### src/rtl/cam_capture_dec.sv
// cam_capture_dec: camera byte-to-pixel capture stage with optional decimation.
// Oversamples the asynchronous camera pins on clk, assembles two-byte pixels
// (RGB444, RGB565 or YUV422 luma), keeps every C_DEC-th pixel/line and writes
// packed pixels to the frame buffer.
// Ports:
//   clk, rst            system clock, asynchronous active-high reset
//   pclk, href, vsync   camera byte clock, line valid, frame sync (async)
//   data                camera byte (async, valid at pclk rise)
//   fmt, swap_r_b       pixel format / red-blue swap, latched at frame start
//   enable              capture enable, sampled at frame start
//   addr, dout, we      frame buffer write port (we is a one-clk strobe)
//   frame_done          one-clk pulse at the end of a captured frame
//   line_err            one-clk pulse when a line's pixel count != C_IMG_COLS
module cam_capture_dec #(
  parameter int C_IMG_COLS = 160,
  parameter int C_IMG_ROWS = 120,
  parameter int C_DEC      = 1,
  parameter int C_NB_R     = 4,
  parameter int C_NB_G     = 4,
  parameter int C_NB_B     = 4,
  parameter int C_VS_FILT  = 4,
  localparam int C_NB_BUF  = C_NB_R + C_NB_G + C_NB_B,
  localparam int C_OCOLS   = C_IMG_COLS / C_DEC,
  localparam int C_OROWS   = C_IMG_ROWS / C_DEC,
  localparam int C_NB_ADDR = $clog2(C_OCOLS * C_OROWS)
) (
  input  logic                 clk,
  input  logic                 rst,
  input  logic                 pclk,
  input  logic                 href,
  input  logic                 vsync,
  input  logic [7:0]           data,
  input  logic [1:0]           fmt,
  input  logic                 swap_r_b,
  input  logic                 enable,
  output logic [C_NB_ADDR-1:0] addr,
  output logic [C_NB_BUF-1:0]  dout,
  output logic                 we,
  output logic                 frame_done,
  output logic                 line_err
);

  localparam int CW  = $clog2(C_IMG_COLS + 2);  // column counter saturates at COLS+1
  localparam int RW  = $clog2(C_IMG_ROWS + 1);  // row counter saturates at ROWS
  localparam int DSH = $clog2(C_DEC);
  localparam int VW  = $clog2(C_VS_FILT + 1);

  localparam logic [CW-1:0]        COLS_V  = CW'(C_IMG_COLS);
  localparam logic [CW-1:0]        COL_SAT = CW'(C_IMG_COLS + 1);
  localparam logic [CW-1:0]        DMASK_C = CW'(C_DEC - 1);
  localparam logic [CW-1:0]        OCOLS_C = CW'(C_OCOLS);
  localparam logic [RW-1:0]        ROWS_V  = RW'(C_IMG_ROWS);
  localparam logic [RW-1:0]        DMASK_R = RW'(C_DEC - 1);
  localparam logic [RW-1:0]        OROWS_R = RW'(C_OROWS);
  localparam logic [C_NB_ADDR-1:0] OCOLS_A = C_NB_ADDR'(C_OCOLS);
  localparam logic [VW-1:0]        VS_MAX  = VW'(C_VS_FILT);
  localparam logic [VW-1:0]        VS_THR  = VW'(C_VS_FILT - 1);

  typedef enum logic [1:0] {S_IDLE, S_VSYNC, S_ACTIVE, S_SKIP} state_t;
  state_t state_q, state_d;

  // input synchronisers: bit 0 = rg1 ... bit 2 = rg3
  logic [2:0] pclk_sr, href_sr, vs_sr;
  logic [7:0] data_rg1, data_rg2, data_rg3;
  logic       href_d;

  logic pclk_rise, href_rg3, vsync_rg3, href_fall;
  assign pclk_rise = pclk_sr[1] & ~pclk_sr[2];
  assign href_rg3  = href_sr[2];
  assign vsync_rg3 = vs_sr[2];
  assign href_fall = href_d & ~href_rg3;

  always_ff @(posedge clk or posedge rst) begin
    if (rst) begin
      pclk_sr  <= '0;
      href_sr  <= '0;
      vs_sr    <= '0;
      data_rg1 <= '0;
      data_rg2 <= '0;
      data_rg3 <= '0;
      href_d   <= 1'b0;
    end else begin
      pclk_sr  <= {pclk_sr[1:0], pclk};
      href_sr  <= {href_sr[1:0], href};
      vs_sr    <= {vs_sr[1:0], vsync};
      data_rg1 <= data;
      data_rg2 <= data_rg1;
      data_rg3 <= data_rg2;
      href_d   <= href_rg3;
    end
  end

  // vsync glitch filter: vs_cnt holds the number of preceding consecutive
  // high samples, so vs_ok marks the C_VS_FILT-th one and stays high after.
  logic [VW-1:0] vs_cnt;
  logic          vs_ok;
  assign vs_ok = vsync_rg3 && (vs_cnt >= VS_THR);

  always_ff @(posedge clk or posedge rst) begin
    if (rst)                  vs_cnt <= '0;
    else if (!vsync_rg3)      vs_cnt <= '0;
    else if (vs_cnt != VS_MAX) vs_cnt <= vs_cnt + VW'(1);
  end

  // frame FSM
  logic frame_end, cfg_load;

  always_ff @(posedge clk or posedge rst) begin
    if (rst) state_q <= S_IDLE;
    else     state_q <= state_d;
  end

  always_comb begin
    state_d   = state_q;
    frame_end = 1'b0;
    cfg_load  = 1'b0;
    case (state_q)
      S_IDLE:  if (vs_ok) state_d = S_VSYNC;
      S_VSYNC: if (!vsync_rg3) begin
        cfg_load = 1'b1;
        state_d  = enable ? S_ACTIVE : S_SKIP;
      end
      S_ACTIVE: if (vs_ok) begin
        frame_end = 1'b1;
        state_d   = S_VSYNC;
      end
      S_SKIP:  if (vs_ok) state_d = S_VSYNC;
      default: state_d = S_IDLE;
    endcase
  end

  // pixel formatting from stored byte0 and the current (byte1) sample
  logic [1:0]          fmt_q;
  logic                swap_q;
  logic [7:0]          b0_q;
  logic [4:0]          r5, b5, rs, bs;
  logic [5:0]          g6;
  logic [C_NB_BUF-1:0] rgb_pix, gray_pix, pix;

  always_comb begin
    if (fmt_q == 2'b00) begin
      r5 = {b0_q[3:0], 1'b0};
      g6 = {data_rg3[7:4], 2'b00};
      b5 = {data_rg3[3:0], 1'b0};
    end else begin
      r5 = b0_q[7:3];
      g6 = {b0_q[2:0], data_rg3[7:5]};
      b5 = data_rg3[4:0];
    end
    rs      = swap_q ? b5 : r5;
    bs      = swap_q ? r5 : b5;
    rgb_pix = {C_NB_R'(rs >> (5 - C_NB_R)), C_NB_G'(g6 >> (6 - C_NB_G)),
               C_NB_B'(bs >> (5 - C_NB_B))};
    pix     = fmt_q[1] ? gray_pix : rgb_pix;
  end

  if (C_NB_BUF <= 8) begin : g_gray_msb
    assign gray_pix = C_NB_BUF'(b0_q >> (8 - C_NB_BUF));
  end else begin : g_gray_ext
    assign gray_pix = {{(C_NB_BUF - 8){1'b0}}, b0_q};
  end

  // line/frame counters; base holds (row/C_DEC)*C_OCOLS, advanced once per
  // line end so a short or long line never shifts later lines.
  logic [CW-1:0]        col;
  logic [RW-1:0]        row, row_nx;
  logic [C_NB_ADDR-1:0] base;
  logic                 tog, keep, adv;

  assign row_nx = row + RW'(1);
  assign keep   = ((col & DMASK_C) == '0) && ((row & DMASK_R) == '0) &&
                  ((col >> DSH) < OCOLS_C) && ((row >> DSH) < OROWS_R);
  assign adv    = ((row_nx & DMASK_R) == '0) && ((row_nx >> DSH) < OROWS_R);

  always_ff @(posedge clk or posedge rst) begin
    if (rst) begin
      addr       <= '0;
      dout       <= '0;
      we         <= 1'b0;
      frame_done <= 1'b0;
      line_err   <= 1'b0;
      fmt_q      <= '0;
      swap_q     <= 1'b0;
      b0_q       <= '0;
      col        <= '0;
      row        <= '0;
      base       <= '0;
      tog        <= 1'b0;
    end else begin
      we         <= 1'b0;
      line_err   <= 1'b0;
      frame_done <= frame_end;
      if (cfg_load) begin
        fmt_q  <= fmt;
        swap_q <= swap_r_b;
      end
      // a frame end (vs_ok) overrides any line end or pixel in the same cycle
      if (state_q != S_ACTIVE || vs_ok) begin
        col  <= '0;
        row  <= '0;
        base <= '0;
        tog  <= 1'b0;
      end else if (href_fall) begin
        line_err <= (col != COLS_V);
        if (row != ROWS_V) begin
          row <= row_nx;
          if (adv) base <= base + OCOLS_A;
        end
        col <= '0;
        tog <= 1'b0;
      end else if (href_rg3 && pclk_rise) begin
        if (!tog) begin
          b0_q <= data_rg3;
          tog  <= 1'b1;
        end else begin
          tog <= 1'b0;
          if (keep) begin
            we   <= 1'b1;
            addr <= base + C_NB_ADDR'(col >> DSH);
            dout <= pix;
          end
          if (col != COL_SAT) col <= col + CW'(1);
        end
      end
    end
  end

endmodule
### config.mk
export PLATFORM = sky130hd
export DESIGN_NAME = cam_capture_dec
export DESIGN_NICKNAME = d
export VERILOG_FILES = /design/src/rtl/cam_capture_dec.sv
export SDC_FILE = /design/constraint.sdc
export NUM_CORES = 1
export LEC_CHECK = 0
export CAP_MARGIN = 20
export CORE_MARGIN = 2
export CORE_UTILIZATION = 45
export DETAILED_ROUTE_END_ITERATION = 16
export PLACE_DENSITY = 0.66
export SETUP_SLACK_MARGIN = 0.1
export SYNTH_ARGS = -nofsm -noshare
export SYNTH_HDL_FRONTEND = slang
export SYNTH_SLANG_ARGS = --single-unit
### constraint.sdc
create_clock -name clk -period 4.9 [get_ports clk]
set_input_delay 1.47 -clock clk [delete_from_list [all_inputs] [get_ports clk]]
set_output_delay 1.47 -clock clk [all_outputs]
set_load 0.01 [all_outputs]
==> reports/metrics.cfg <==
[status]
status = complete, no violations

[cells_and_area]
final_nets = 476
layout_common_cells = dfrtp_1, nand2_1, clkdlybuf4s50_1, nor2_1, o21ai_0
area_delta_synth_final_pct = 18.2
drive_gt1_frac = 0.0951
antennaDiodeCount = 0
mostFrequentLayoutCell = dfrtp_1

[floorplan]
pin_count = 47
fp.dieW_um = 104
start_util = 0.462
core-area_um2 = 9770
std_cell_rows = 36
die-area_um2 = 10800
fp.dieH_um = 104

[setup_path]
worst-path-max-fanout = 27
ff2ff_setup_slack_ns = 1.91
crit_type = flop to flop
worst_ep_required_time_ns = 5.19
reg2reg_depth = 7
critPathLaunchType = flop
r2r-start = vs_cnt[1]$_DFFE_PP0P_
rr_endpoint = dout[11]$_DFFE_PP0P_
arrival_ns = 3.28
end_kind = flop

[cts]
clk_pin_slew_ns = 0.10
cts_tree = built
clock-sinks = 106
cts_buffer_depth = 2
cts_hold_buf = 0
h-tree-depth = 3
cts-root-buf = clkbuf_8
cts_setup_buffers = 0
clock_latency_ns = 0.38
cts-resized-gates = 0
cts_buffers = 9

[pwr]
p_int_uw = 1450
share_seq_of_total_power = 0.520
p_comb_frac = 0.209
power.total_uw = 2090
swShare = 0.306
switchingPower_uw = 640
p_per_area_nw_per_um2 = 392
ir_worst_vdd_mv = 0.266
leakagePower_uw = 0.00227
p_clk_frac = 0.271

[timing]
drv_slew = 0
whs_ns = 0.356
fin_skew_ns = 0.0104
finalSetupTns_ns = 0
fmaxAchievable_mhz = 334
relSlewSlack = 0.451
period_share = 0.611
finalHoldViolations = 0
setup_viol = 0
period_minus_slack_ns = 2.99
worst_pin_slew_ns = 0.821
grt_setup_unrepaired = no

[global_routing]
grt_overflow = 0
antenna_found_initial = 0
grt_pass1_vias = 2896
grt_pass1_wl_um = 13800
grt_max_degree = 65
grt_util_all_layers = 0.159

[route]
viasPerCell = 5.06
drt_wl_total_um = 7830
dr.pass1.iters = 4
vias = 2963
drt_iter0_markers = 82
detail-route-antenna-nets = 0
drc = 0
wl_per_cell_um = 13.4

[job]
maxCapViolCount = 0

[worst_hold_path]
whs_path_depth = 0
min_from = vs_sr[1]$_DFF_PP0_
hold_end = vs_sr[2]$_DFF_PP0_
hold_path_class = flop to flop

[synthesis]
synthArstFlopShare = 1.00
yosysSeqAreaShare = 0.588
synth_fp_nets = 429
synth.avg_cell_area_um2 = 11.3
synth_ff_type = dfrtp_1
syn_area_um2 = 4510
ys_warn_count = 0
syn_inst = 400
ys_types = 43
synth_edf_count = 0
ys_ff_latch = 106

[placed_design]
place_congestion = 0.760
hpwl_um = 5620
numPortBuffers = 46

worst max-delay path, stage by stage (launching register included):
cell,delay [ns]
dfrtp_1,0.42
ha_1,0.20
ha_1,0.18
a211o_1,0.31
a21oi_1,0.33
nand4_1,0.72
buf_4,0.50
o31ai_1,0.24
sequential cells by signal, indices dropped and copies added, names as in the netlist, 2 cells and up:
register / flops
base: 10
b0_q: 8
href_sr: 3
data_rg3: 8
vs_cnt: 3
fmt_q: 2
data_rg2: 8
row: 7
state_q: 2
addr: 15
vs_sr: 3
pclk_sr: 3
col: 8
data_rg1: 8
dout: 12
power by group through the flow:
stage	Clock [uW]	Sequential [uW]	Combinational, uW
2_1_floorplan	0	1040	385
3_3_place_gp	0	1100	432
4_1_cts	585	1090	446
6_report	567	1090	438
5_1_grt	623	1110	492
3_5_place_dp	0	1110	442
metal layers:
layer | wire (um) | vias to the layer above | track usage
li1 | - | 1463 | -
met1 | 3480 | 1433 | 0.200
met2 | 3970 | 55 | 0.269
met3 | 227 | 12 | 0.0257
met4 | 142 | 0 | 0.0743
met5 | 0 | - | 0
worst max path at each step:
stage / slack [ns] / endpoint / startpoint / depth (start not counted)
after global routing: 1.64 / dout[11]$_DFFE_PP0P_ / vs_cnt[0]$_DFFE_PP0P_ / 7
after detailed placement: 1.92 / dout[11]$_DFFE_PP0P_ / vs_cnt[0]$_DFFE_PP0P_ / 7
after CTS: 1.90 / dout[11]$_DFFE_PP0P_ / vs_cnt[0]$_DFFE_PP0P_ / 7
after global placement: 2.02 / href_sr[0]$_DFF_PP0_ / rst / 3
final: 1.91 / dout[11]$_DFFE_PP0P_ / vs_cnt[1]$_DFFE_PP0P_ / 7
after floorplan: 0.64 / addr[0]$_DFFE_PP0P_ / rst / 1
stage by stage:
stage / cell area (um2) / setup WS [ns] / utilization / cells
6_report: 5340 / 1.91 / 0.546 / 585
5_1_grt: 5340 / 1.64 / 0.546 / 585
4_1_cts: 5340 / 1.90 / 0.546 / 585
3_5_place_dp: 5110 / 1.92 / 0.523 / 569
3_3_place_gp: 5110 / 2.02 / 0.523 / 569
2_1_floorplan: 4510 / 0.641 / - / 400
synth_stat cells, drive strengths merged (2+ instances only):
| library cell | number | area, um2 |
|---|---|---|
| ha | 12 | 150 |
| a21oi | 20 | 100 |
| a21boi | 3 | 22.5 |
| mux2 | 12 | 135 |
| inv | 11 | 41.3 |
| or4 | 2 | 15.0 |
| xnor2 | 14 | 123 |
| mux2i | 11 | 110 |
| nand3b | 2 | 15.0 |
| or3 | 6 | 37.5 |
| o22ai | 2 | 18.8 |
| clkbuf | 11 | 41.3 |
| mux4 | 6 | 135 |
| nor2 | 35 | 136 |
| o21a | 2 | 15.0 |
| nand2b | 6 | 37.5 |
| nand3 | 9 | 45.0 |
| o31ai | 4 | 30.0 |
| nor2b | 4 | 25.0 |
| nor3 | 6 | 30.0 |
| o21ai | 35 | 179 |
| and2 | 2 | 12.5 |
| nor3b | 2 | 15.0 |
| xor2 | 9 | 78.8 |
| nand4 | 4 | 25.0 |
| nand2 | 52 | 195 |
| dfrtp | 106 | 2650 |
| buf | 2 | 8.75 |
final cells by class:
cell class | instances | area (um2)
Clock buffer | 9 | 124
Sequential cell | 106 | 2650
Fill cell | 887 | 4440
Multi-Input combinational cell | 270 | 1770
Inverter | 11 | 43.8
Tap cell | 133 | 166
Clock inverter | 7 | 97.6
Timing Repair Buffer | 49 | 483
kinds of logic (layout without fill, tap and decap cells):
group / Yosys count / in the layout / share of synthesized area
buffers and inverters: 24 / 76 / 0.0202
XOR/XNOR: 23 / 23 / 0.0446
adder cells (fa/ha/maj): 12 / 12 / 0.0333
flip-flops: 106 / 106 / 0.588
multiplexers: 29 / 29 / 0.0843
AO/OA/AOI/OAI: 71 / 71 / 0.0901
AND/OR/NAND/NOR: 135 / 135 / 0.140
Note: power is estimated with default switching activity, not from simulation.
